$ cat config.mk
export PLATFORM = sky130hd
export DESIGN_NAME = input_cal_seq
export DESIGN_NICKNAME = d
export VERILOG_FILES = /design/src/rtl/input_cal_seq.sv
export SDC_FILE = /design/constraint.sdc
export NUM_CORES = 1
export LEC_CHECK = 0
export ABC_AREA = 1
export CAP_MARGIN = 20
export CORE_AREA = 2 2 258 260
export CTS_CLUSTER_DIAMETER = 80
export DETAILED_ROUTE_END_ITERATION = 10
export DIE_AREA = 0 0 260 262
export HOLD_SLACK_MARGIN = 0.15
export PLACE_DENSITY = 0.64
export SETUP_SLACK_MARGIN = 0.5
export SYNTH_ARGS = -nofsm -noshare
export SYNTH_HDL_FRONTEND = slang
export SYNTH_SLANG_ARGS = --single-unit
$ cat constraint.sdc
create_clock -name clk -period 7.9 [get_ports clk]
set_input_delay 1.58 -clock clk [delete_from_list [all_inputs] [get_ports clk]]
set_output_delay 1.58 -clock clk [all_outputs]
set_load 0.01 [all_outputs]
$ cat src/rtl/input_cal_seq.sv
// input_cal_seq: N-channel ADC calibrator (offset, gain, shift, saturate).
// One shared multiplier walks the channels once per sample strobe.
//
// Ports:
//   clk, rst        - clock, synchronous active-high reset
//   sample_strobe   - one-cycle pulse: new sample set on adc_in
//   adc_in          - raw signed samples, channel c at [c*W +: W]
//   bypass          - sampled with strobe: clamp only, no offset/gain
//   cal_we/waddr/wdata - coefficient write (2c = offset, 2c+1 = gain)
//   cal_out         - calibrated samples, same packing as adc_in
//   out_valid       - one-cycle pulse when cal_out updates
//   busy            - sample set in flight
//   overrun         - sticky: strobe seen while busy
module input_cal_seq #(
    parameter int N_CH     = 4,
    parameter int W        = 16,
    parameter int COEF_W   = 16,
    parameter int SHIFT    = 10,
    parameter int CLAMP_HI = 28000,
    parameter int CLAMP_LO = -28000
) (
    input  logic                         clk,
    input  logic                         rst,
    input  logic                         sample_strobe,
    input  logic [N_CH*W-1:0]            adc_in,
    input  logic                         bypass,
    input  logic                         cal_we,
    input  logic [$clog2(2*N_CH)-1:0]    cal_waddr,
    input  logic [COEF_W-1:0]            cal_wdata,
    output logic [N_CH*W-1:0]            cal_out,
    output logic                         out_valid,
    output logic                         busy,
    output logic                         overrun
);

    localparam int AW = $clog2(2*N_CH);
    localparam int PW = W + 1 + COEF_W;
    localparam int CW = (N_CH > 1) ? $clog2(N_CH) : 1;

    localparam logic signed [PW-1:0]     HI_P  = PW'(CLAMP_HI);
    localparam logic signed [PW-1:0]     LO_P  = PW'(CLAMP_LO);
    localparam logic signed [W-1:0]      HI_W  = W'(CLAMP_HI);
    localparam logic signed [W-1:0]      LO_W  = W'(CLAMP_LO);
    localparam logic signed [COEF_W-1:0] UNITY = COEF_W'(1 << SHIFT);

    typedef enum logic [1:0] {
        IDLE,
        RUN,
        DRAIN
    } state_t;

    state_t                    state;
    logic [CW-1:0]             cnt;
    logic [1:0]                dcnt;
    logic                      lat_byp;
    logic signed [W-1:0]       lat    [N_CH];
    logic signed [COEF_W-1:0]  off    [N_CH];
    logic signed [COEF_W-1:0]  gain   [N_CH];
    logic signed [W-1:0]       shadow [N_CH];

    // Stage 1: offset subtract, gain captured alongside
    logic                      s1_v;
    logic [CW-1:0]             s1_ch;
    logic                      s1_byp;
    logic signed [W:0]         s1_diff;
    logic signed [COEF_W-1:0]  s1_gain;

    // Stage 2: full-width product
    logic                      s2_v;
    logic [CW-1:0]             s2_ch;
    logic                      s2_byp;
    logic signed [PW-1:0]      s2_prod;

    // Stage 3 (combinational into shadow): shift and saturate.
    // Bypass carries the raw sample in s2_prod, so it skips the shift.
    logic signed [PW-1:0]      res_full;
    logic signed [W-1:0]       res_w;

    always_comb begin
        res_full = s2_byp ? s2_prod : (s2_prod >>> SHIFT);
        if (res_full > HI_P) begin
            res_w = HI_W;
        end else if (res_full < LO_P) begin
            res_w = LO_W;
        end else begin
            res_w = res_full[W-1:0];
        end
    end

    always_ff @(posedge clk) begin
        if (rst) begin
            state     <= IDLE;
            cnt       <= '0;
            dcnt      <= '0;
            lat_byp   <= 1'b0;
            s1_v      <= 1'b0;
            s1_ch     <= '0;
            s1_byp    <= 1'b0;
            s1_diff   <= '0;
            s1_gain   <= '0;
            s2_v      <= 1'b0;
            s2_ch     <= '0;
            s2_byp    <= 1'b0;
            s2_prod   <= '0;
            cal_out   <= '0;
            out_valid <= 1'b0;
            busy      <= 1'b0;
            overrun   <= 1'b0;
            for (int c = 0; c < N_CH; c++) begin
                lat[c]    <= '0;
                off[c]    <= '0;
                gain[c]   <= UNITY;
                shadow[c] <= '0;
            end
        end else begin
            out_valid <= 1'b0;

            // Coefficient writes land after this edge; any channel
            // reading the same entry this cycle sees the old value.
            // Addresses with no matching channel fall through.
            if (cal_we) begin
                for (int c = 0; c < N_CH; c++) begin
                    if (cal_waddr == AW'(2*c)) begin
                        off[c] <= cal_wdata;
                    end
                    if (cal_waddr == AW'(2*c + 1)) begin
                        gain[c] <= cal_wdata;
                    end
                end
            end

            // busy mirrors state != IDLE, so this covers the cycle
            // in which busy falls as well.
            if (sample_strobe && busy) begin
                overrun <= 1'b1;
            end

            // Stage 1 issue
            s1_v   <= (state == RUN);
            s1_ch  <= cnt;
            s1_byp <= lat_byp;
            if (state == RUN) begin
                s1_gain <= gain[cnt];
                if (lat_byp) begin
                    s1_diff <= (W+1)'(lat[cnt]);
                end else begin
                    s1_diff <= (W+1)'(lat[cnt]) - (W+1)'(off[cnt]);
                end
            end

            // Stage 2 multiply
            s2_v   <= s1_v;
            s2_ch  <= s1_ch;
            s2_byp <= s1_byp;
            if (s1_v) begin
                if (s1_byp) begin
                    s2_prod <= PW'(s1_diff);
                end else begin
                    s2_prod <= PW'(s1_diff) * PW'(s1_gain);
                end
            end

            // Stage 3 into shadow
            if (s2_v) begin
                shadow[s2_ch] <= res_w;
            end

            unique case (state)
                IDLE: begin
                    if (sample_strobe) begin
                        for (int c = 0; c < N_CH; c++) begin
                            lat[c] <= adc_in[c*W +: W];
                        end
                        lat_byp <= bypass;
                        cnt     <= '0;
                        busy    <= 1'b1;
                        state   <= RUN;
                    end
                end
                RUN: begin
                    if (cnt == CW'(N_CH - 1)) begin
                        dcnt  <= '0;
                        state <= DRAIN;
                    end else begin
                        cnt <= cnt + 1'b1;
                    end
                end
                DRAIN: begin
                    // Last channel reaches its shadow two edges after
                    // issue; publish the whole set on the edge after.
                    dcnt <= dcnt + 1'b1;
                    if (dcnt == 2'd2) begin
                        for (int c = 0; c < N_CH; c++) begin
                            cal_out[c*W +: W] <= shadow[c];
                        end
                        out_valid <= 1'b1;
                        busy      <= 1'b0;
                        state     <= IDLE;
                    end
                end
                default: begin
                    state <= IDLE;
                end
            endcase
        end
    end

endmodule
* Word level (Yosys, flattened, before mapping) *
Memories as Yosys holds them, arrays and structs flattened. A register that Yosys moved wholly into a read port is not among the register bits.
Index checks and enable logic that the tools add are counted.

storage, ports and cells
  bits in registers = 68
  latch bits = 0
  RAM bits = 256
  ROM bits = 0
  output and inout bits = 67
  memories = 4

memories
  name    depth  width  read ports  clocked after memory_dff  wr ports  RTL line  RTL
  gain    4      16     1           1                         4         58        logic signed [COEF_W-1:0] gain [N_CH];
  lat     4      16     1           1                         4         56        logic signed [W-1:0] lat [N_CH];
  off     4      16     1           1                         4         57        logic signed [COEF_W-1:0] off [N_CH];
  shadow  4      16     4           4                         4         59        logic signed [W-1:0] shadow [N_CH];

cells by class
  add/subtract/negate cells = 3
  multipliers = 1
  div/mod/pow operators = 0
  order comparisons = 2
  equal/unequal tests = 15
  shifts and indexed selects = 0
  multiplexer cells = 78
  bitwise operators = 13
  reductions and logical operators = 14

operator list
  kind                                                                                count
  16-bit 2-to-1 mux                                                                   15
  1-bit 2-to-1 mux                                                                    45
  33-bit by 16-bit greater-than comparator with 1-bit output (second input constant)  1
  33-bit by 16-bit < comparator with 1-bit output (second input constant)             1
  17-bit by 16-bit multiplier with 33-bit output                                      1
  33-bit 2-to-1 mux                                                                   1
  32-bit 2-to-1 mux                                                                   1
  2-bit 2-to-1 mux                                                                    11
  17-bit 2-to-1 mux                                                                   1
  16-bit by 16-bit subtractor with 17-bit output                                      1
  16-bit OR reduction                                                                 1
  3-bit == test (second input constant)                                               4
  1-bit OR                                                                            12
  3-bit AND reduction                                                                 3
  2-bit one-hot mux with 2 select lines                                               2
  2-bit == test (second input constant)                                               3
  3-bit by 2-bit == test with 1-bit output (second input constant)                    2
  2-bit inequality test (second input constant)                                       3
  2-bit one-hot mux with 3 select lines                                               1
  2-bit AND reduction                                                                 3
  2-bit nonzero test                                                                  3
  2-bit by 1-bit adder with 2-bit output (second input constant)                      2
  3-bit by 1-bit == test with 1-bit output (second input constant)                    1
  3-bit logical NOT                                                                   1
  7 further kinds                                                                     7

* Longest topological paths before layout *
Gate-level depths: netlist of run 1.

  depth in word-level cells = 6
  gate-level depth with buffers = 28
  depth with buffers taken out = 26

* Worst setup path after synthesis of run 1 *
No wires, ideal clock.

  path kind = register -> register
  from = reg s1_diff[16]
  to = reg s2_prod[24]
  setup time = 0.128 ns
  arrival = 5.592 ns
  required time = 7.772 ns
  slack = 2.180 ns
  cell stages (with the launch flop) = 22
  buffers on the path = 2
  period minus slack after synthesis = 5.720 ns
  path through = dfxtp_1 -> clkbuf_1 -> clkbuf_1 -> nand2_1 -> inv_1 -> fa_1 -> fa_1 -> fa_1 -> fa_1 -> fa_1 -> inv_1 -> fa_1 -> inv_1 -> ha_1 -> a21oi_1 -> nand2_1 -> inv_1 -> nand2_1 -> nand3b_1 -> or2_2 -> nand3_1 -> a21oi_1

on the way
  cells in the longest elaborated chain, start to end = 2

RTL lines
  what                                            RTL line  RTL
  from (decl)                                     65        logic signed [W:0] s1_diff;
  from (signal assigned)                          145       s1_diff <= (W+1)'(lat[cnt]);
  from (signal assigned)                          147       s1_diff <= (W+1)'(lat[cnt]) - (W+1)'(off[cnt]);
  17-bit by 16-bit multiplier with 33-bit output  159       s2_prod <= PW'(s1_diff) * PW'(s1_gain);
  33-bit 2-to-1 mux (*)                           156       if (s1_byp) begin
  to (signal assigned)                            157       s2_prod <= PW'(s1_diff);
  to (signal assigned)                            159
  to (decl)                                       72        logic signed [PW-1:0] s2_prod;

Every way passes the cells marked *; elsewhere a longest branch is shown, timed or not.
A chain may end at the register's enable or synchronous reset.

* Worst setup path after layout of run 1 *
  from = reg s1_gain[7] (read register of gain)
  to = reg s2_prod[26]

on the way
  cells in the longest elaborated chain, start to end = 2

RTL lines
  what                                            RTL line  RTL
  from (decl)                                     66        logic signed [COEF_W-1:0] s1_gain;
  17-bit by 16-bit multiplier with 33-bit output  159
  33-bit 2-to-1 mux                               156

No other way between the ends.

==> results of run 1 <==
-- cells in the final DEF, fill, tap and decap left out, types with 7 or more instances in the layout --
master and instances:
o211ai_1 8, o21ai_1 15, a31oi_1 7, o22ai_1 31, dfxtp_1 148, nand3_1 97
a21oi_1 132, edfxtp_1 256, inv_1 705, ha_1 102, clkdlybuf4s50_1 153, nor2_1 579
buf_4 26, fa_1 277, o21bai_1 7, xor2_1 10, clkbuf_16 45, o21ai_0 219
a32o_1 15, clkbuf_8 7, nand2_1 692, clkbuf_1 11, nand4_1 17, clkinv_2 7
nor3_1 10
-- cell type report --
type / instances / area [µm²] / area share (%)
repair buffers: 182 / 1790 / 5.42
flip-flops and latches: 406 / 10700 / 32.4
clock inverters: 21 / 350 / 1.06
clock buffers: 63 / 1260 / 3.83
well taps: 864 / 1080 / 3.28
inverters: 713 / 2680 / 8.12
multi-input cells: 2268 / 15100 / 45.9
diodes: 2 / 5.00 / 0.0152
-- worst max path at each step --
stage	start	endpoint	slack, ps	depth (start not counted)
floorplan	s1_diff[16]	s2_prod[24]	2180	21
global route	s1_gain[2]	s2_prod[31]	1170	21
CTS	s1_gain[1]	s2_prod[32]	1570	18
detailed placement	s1_gain[1]	s2_prod[32]	1610	18
global placement	s1_diff[9]	s2_prod[23]	1620	21
finish	s1_gain[7]	s2_prod[26]	1540	22
-- power groups by stage --
| stage | clock network [mW] | registers (mW) | logic [mW] |
|---|---|---|---|
| after floorplan | 0 | 2.45 | 1.41 |
| after global placement | 0 | 2.58 | 1.86 |
| after detailed placement | 0 | 2.58 | 1.89 |
| after CTS | 2.28 | 2.54 | 1.90 |
| after global routing | 2.36 | 2.55 | 2.18 |
| final | 2.25 | 2.54 | 1.91 |
-- routing by layer --
layer | wire (µm) | vias to the layer above
li1 | - | 11100
met1 | 34300 | 10900
met2 | 37600 | 683
met3 | 5020 | 112
met4 | 2330 | 0
met5 | 0 | -
-- logic make-up after synthesis --
family	after synthesis	share of synthesized area [%]
buf+inv	888	11.7
flops	406	36.6
simple gates	1425	19.5
fa+ha+maj	379	23.4
compound gates	451	8.45
xor+xnor	13	0.390
-- stage by stage --
stage | setup slack (ps) | utilization [%] | std cells
floorplan | 2180 | - | 3562
global placement | 1620 | 48.0 | 4431
detailed placement | 1610 | 48.0 | 4431
CTS | 1570 | 50.4 | 4515
global route | 1170 | 50.5 | 4518
finish | 1540 | 50.5 | 4519
-- flip-flops by register name, summed over array words and instances (netlist names), 2 cells and up, named ones only --
| register | count |
|---|---|
| s2_prod | 33 |
| shadow | 64 |
| cnt | 2 |
| lat | 64 |
| off | 64 |
| s1_gain | 16 |
| dcnt | 2 |
| s2_ch | 2 |
| s1_ch | 2 |
| cal_out | 64 |
| s1_diff | 17 |
| state | 2 |
| gain | 64 |
-- worst register-to-register path, delay by kind of cell, from the launching register on --
family / cells / cell delay (ps)
adders and majority gates: 7 / 3560
and+or+nand+nor: 8 / 1230
DFF: 1 / 960
buffers and inverters: 6 / 350
AOI/OAI and AO/OA: 1 / 70
==> summary.txt, run 1 <==
STA
  • RSZ-0062 raised after global routing: false
  • Fmax: around 0.16 GHz
  • Worst Hold Margin: around 420 ps
  • Sum Neg Setup Slack: 0 ps
  • Slew Limit Fails: 0
  • Rel. slew slack: 28.4%
  • Fin. Hold Viols: 0
  • Finish-stage setup viols: 0
  • Worst clock skew: roughly 35 ps
  • Slew at the pin with the worst max-slew slack: around 1100 ps
  • Final Critical Period: about 6400 ps
  • Crit share post-route: 80.5%

Power and ir drop
  • Sw frac: between 30% and 40%
  • Max rail drop VDD: roughly 0.15 mV
  • Clock power share: 33.6%
  • Seq pwr share: 37.9%
  • Power Total: around 6.7 mW
  • Sw Pwr: roughly 2.3 mW
  • Cell internal pwr: between 4 and 5 mW
  • Gate power share: between 20% and 30%
  • P per Cell Area: 203 mW/mm²
  • Leakage power: around 16 nW

Finish
  • Area growth syn-to-layout: 12.9%
  • Filler cells: 6307
  • Ratio of cells with drive above 1 in the final layout: 3.75%
  • Nets@finish: just over 4000
  • Finished Cell Area: approximately 0.033 mm²

Synth
  • Post-synth top area cell: edfxtp_1
  • Most frequent cell after synthesis: inv_1
  • Mapped cell area: between 0.02 and 0.03 mm²
  • FF+latch count, synth: approximately 410
  • Register area share after synthesis: between 30% and 40%
  • Synth warn: 0
  • Syn Area/Cell: 8.20 µm²
  • Area contributors post-synth: edfxtp_1 (26%), fa_1 (19%), dfxtp_1 (10%)
  • Synthesized instance count: between 3000 and 4000
  • FFs w/ async S/R, synth: 0%
  • Main synth FF type: edfxtp_1
  • Share of the synthesized area in the top cell type: approximately a quarter
  • Syn_nets: ~4000
  • Synth unique cells: 45
  • Most frequent cells after synthesis: inv_1 (707), nand2_1 (694), nor2_1 (580)
  • EDFF count, synth: about 260

Route
  • Routed WL per cell: roughly 18 µm
  • DR iter-0 viols: between 1500 and 2000
  • Drt total wl: roughly 79000 µm
  • Vias/cell: between 5 and 6
  • Routed vias: between 20000 and 25000
  • Routed Antenna Nets: 0
  • DRT Pass-1 Iters: 5
  • DRC viols: 0

Worst setup path
  • Critical-path maximum fanout: 18
  • Critical path class: register to register
  • Delay-heaviest family, CP: adder cells
  • R2r endpoint: s2_prod[26]
  • Data required time of the worst path: 8320 ps
  • Ordered list of cells on the worst path: nand2_1 -> fa_1 -> inv_1 -> fa_1 -> inv_1 -> fa_1 -> inv_1 -> fa_1 -> fa_1 -> inv_1 -> fa_1 -> inv_1 -> ha_1 -> nand2_1 -> inv_1 -> nand2_1 -> nor3_1 -> nand3_1 -> nand3_1 -> nand2_1 -> nand3_1 -> a21oi_1
  • Slowest stage delay, CP: between 900 and 1000 ps
  • Slowest CP cell: dfxtp_1
  • R2R setup slack: between 1500 and 2000 ps
  • Endpoint class of the critical path: register
  • CP Data Arrival Time: around 6800 ps
  • Startpoint class of the critical path: register
  • Reg2reg path depth: 22
  • WP buf/inv: 6
  • Worst reg2reg path startpoint: s1_gain[7]

GRT
  • Largest net degree at the start of global routing: between 70 and 80
  • Met2 Track Usage GR: roughly two fifths
  • Total grt overflow: 0
  • Initial antenna violation count: 1
  • Global-route track usage on met3: slightly below 4%
  • Met1 usage: 31.5%
  • First-pass GRT wire length: ~120000 µm
  • Grt peak-use layer: met2
  • GRT Util Overall: 23.6%
  • Vias in the first global route: ~23000

Placed design
  • Final HPWL DP: 57900 µm
  • GPL Wtd Cong: 0.923
  • Buffers on Ports: between 150 and 200
  • Placed Area: between 0.03 and 0.04 mm²

Floorplanning
  • Core area: around 0.065 mm²
  • Die X: roughly 260 µm
  • Cell Rows: 94
  • I/O pins: between 150 and 200
  • Initial Utilization: around 45%
  • Die area: about 0.068 mm²
  • Die Y: 262 µm

CTS
  • CTS root buffer: clkbuf_16
  • CTS tree: built
  • Clk_lat worst skew: about 600 ps
  • CTS Buffer Depth: 3
  • H-tree depth: 2
  • CTS sink count: 406
  • Clk slew on worst S/H paths: about 60 ps
  • Total setup buffers inserted after CTS: 0
  • Post-CTS sizing: 0
  • Cts hold-fix bufs: 0
  • Cts bufs inserted: between 40 and 50

Hold path
  • Tightest Hold Check Type: register to register
  • Hold endpoint: s2_ch[1]
  • Hold Path Cell Cnt: 2
  • Hold Crit Start: s1_ch[1]

Outcome
  • Status: finished clean

Job
  • Max-Cap Viols: 0
(Power assumes the default switching activity.)
==> inputs of run 2 (changes only) <==
Clock period 7.9 ns to 6.24 ns, I/O delays scaled along.
==> run 2 against run 1 <==
  * Final cell count is 0.89% higher
  * Hold slack worse by 17 ps
  * Design area is 1.4% higher
  * Worst setup slack worse by 890 ps
  * Critical path depth is 1 lower
  * Global-route usage is 0.097 points higher
  * Critical endpoint is now s2_prod[20]
==> summary.txt, run 2 (synthesis gave the netlist of run 1 again) <==
Finish
  • Multi-input gate area: 0.0154 mm² (+1.5%)
  • Area growth syn-to-layout: 14.5%
  • Ant diodes: 0 (-2)
  • Nets@finish: 4125 (+1.0%)
  • Commonest non-fill, non-tap cell in the layout: inv_1
  • Filler cells: 6208 (-1.6%)
  • FF/Latch Area: 0.0108 mm² (+0.72%)
  • Most frequent cells in the layout: inv_1 (704), nand2_1 (687), nor2_1 (567), fa_1 (272), edfxtp_1 (256)
  • Ratio of cells with drive above 1 in the final layout: 6.93% (+3.2 points)

GRT
  • GRT Util Overall: 23.7% (+0.097 points)
  • Initial antenna violation count: 0 (-1)
  • Total grt overflow: 0 (unchanged)
  • Largest net degree at the start of global routing: 67 (-6.9%)
  • First-pass GRT wire length: 125000 µm (+0.82%)
  • Vias in the first global route: 22400 (-0.93%)

STA
  • Fmax: 0.179 GHz (+14%)
  • Sum Neg Setup Slack: 0 ps (unchanged)
  • Final WS setup: 655 ps (-889 ps)
  • Slew Limit Fails: 0 (unchanged)
  • Rel. slew slack: 28.8% (+0.43 points)
  • Slew at the pin with the worst max-slew slack: 1070 ps (-6.39 ps)
  • Worst Hold Margin: 401 ps (-17.0 ps)
  • Final Critical Period: 5580 ps (-771 ps)
  • Fin. Hold Viols: 0 (unchanged)
  • Crit share post-route: 89.5% (+9.0 points)
  • Finish-stage setup viols: 0 (unchanged)
  • RSZ-0062 raised after global routing: true
  • Worst clock skew: 35.4 ps (+0.0969 ps)

Placed design
  • Final HPWL DP: 60300 µm (+4.1%)
  • Dpl ws: 173 ps (-1440 ps)
  • Buffers on Ports: 154 (unchanged)
  • GPL Wtd Cong: 0.950 (+2.9%)

Floorplanning
  • Cell Rows: 94 (unchanged)
  • I/O pins: 155 (unchanged)
  • Initial Utilization: 44.7% (unchanged)
  • Die area: 0.0681 mm² (unchanged)
  • Die Y: 262 µm (unchanged)
  • Die X: 260 µm (unchanged)
  • Core area: 0.0653 mm² (unchanged)

Route
  • Routed WL per cell: 17.6 µm (+0.41%)
  • DR iter-0 viols: 1889 (+13%)
  • DRT Pass-1 Iters: 5 (unchanged)
  • Routed vias: 23000 (+0.96%)
  • Routed Antenna Nets: 0 (unchanged)
  • DRC viols: 0 (unchanged)
  • Vias/cell: 5.04 (about the same)
  • Drt total wl: 80300 µm (+1.3%)

CTS
  • Cts bufs inserted: 45 (unchanged)
  • H-tree depth: 2 (unchanged)
  • CTS Buffer Depth: 3 (unchanged)
  • Clk slew on worst S/H paths: 60 ps (about the same)
  • CTS sink count: 406 (unchanged)
  • CTS tree: built
  • Clk_lat worst skew: 600 ps (about the same)
  • CTS root buffer: clkbuf_16

Power and ir drop
  • P per Cell Area: 250 mW/mm² (+23%)
  • Power Total: 8.37 mW (+25%)
  • Max rail drop VDD: 0.178 mV (+19%)
  • Leakage power: 16.5 nW (+0.75%)

Worst setup path
  • Startpoint class of the critical path: register
  • Worst Setup SP: s1_diff[0]
  • Critical path class: register to register
  • Data required time of the worst path: 6740 ps (-1580 ps)
  • Endpoint class of the critical path: register
  • Worst reg2reg path startpoint: s1_diff[0]
  • CP Data Arrival Time: 6090 ps (-680 ps)
  • Critical-path maximum fanout: 11 (-7)

Hold path
  • Hold Crit Start: s1_ch[0]
  • Tightest Hold Check Type: register to register

Job
  • Max-Cap Viols: 0 (unchanged)

Outcome
  • Status: finished clean
## run 2: changes by cell type in the layout (fill, tap and decap cells not counted), sizes merged
| cell | change |
|---|---|
| clkinvlp | +2 |
| clkbuf | -6 |
| buf | +42 |
| clkinv | +8 |
| bufinv | -5 |
| inv | +1 |
| diode | -2 |
## run 2: what timing repair did
action / 4_1_cts / 5_1_grt
pin swaps: 0 / 10
hold buffers: 0 / 0
gates resized for setup: 31 / 81
endpoints found under the setup margin: 19 / 20
setup buffers: 0 / 7
## run 2: cell type report
| type | count | area share (%) |
|---|---|---|
| Tap cell | 864 | 3.23 |
| Multi-Input combinational cell | 2268 | 45.9 |
| Clock buffer | 57 | 3.59 |
| Inverter | 713 | 8.01 |
| Sequential cell | 406 | 32.2 |
| Timing Repair Buffer | 224 | 6.35 |
| Clock inverter | 27 | 0.677 |
## run 2: critical path, stage by stage, from the launching register on
cell,delay (ps)
dfxtp_1,560
buf_4,290
nand2_1,90
fa_1,370
inv_1,90
fa_1,440
ha_1,340
fa_1,520
fa_1,540
inv_1,50
fa_1,530
inv_1,50
ha_2,380
nand2_2,160
nor2_1,170
and2_4,190
nand2_1,70
nand3_2,150
nand2_1,100
nand3b_1,90
nand3_1,110
a21oi_1,170
## run 2: worst paths after layout
check,end,slack (ps),depth (start not counted)
worst min register to register,s2_ch[0],400,2
worst max register to register,s2_prod[20],660,21
worst min-delay path,s2_ch[0],400,2
worst max-delay path,s2_prod[20],660,21
## run 2: power by group
part	internal, mW	switching [mW]
Sequential	3.02	0.151
Clock	1.43	1.15
Combinational	0.966	1.66
## run 2: routing by layer
layer	global-route usage (%)	up-vias	wire (µm)
met5	0	-	0
met4	6.48	0	1900
met3	2.53	107	4320
met2	39.2	688	38400
met1	33.1	11000	35700
li1	-	11200	-
## run 2: through the flow
step	cell area (µm²)	std cells	util [%]
2_1_floorplan	29200	3562	-
3_3_place_gp	31600	4465	48.3
3_5_place_dp	31600	4467	48.4
4_1_cts	33100	4551	50.7
5_1_grt	33400	4559	51.2
6_report	33400	4559	51.2
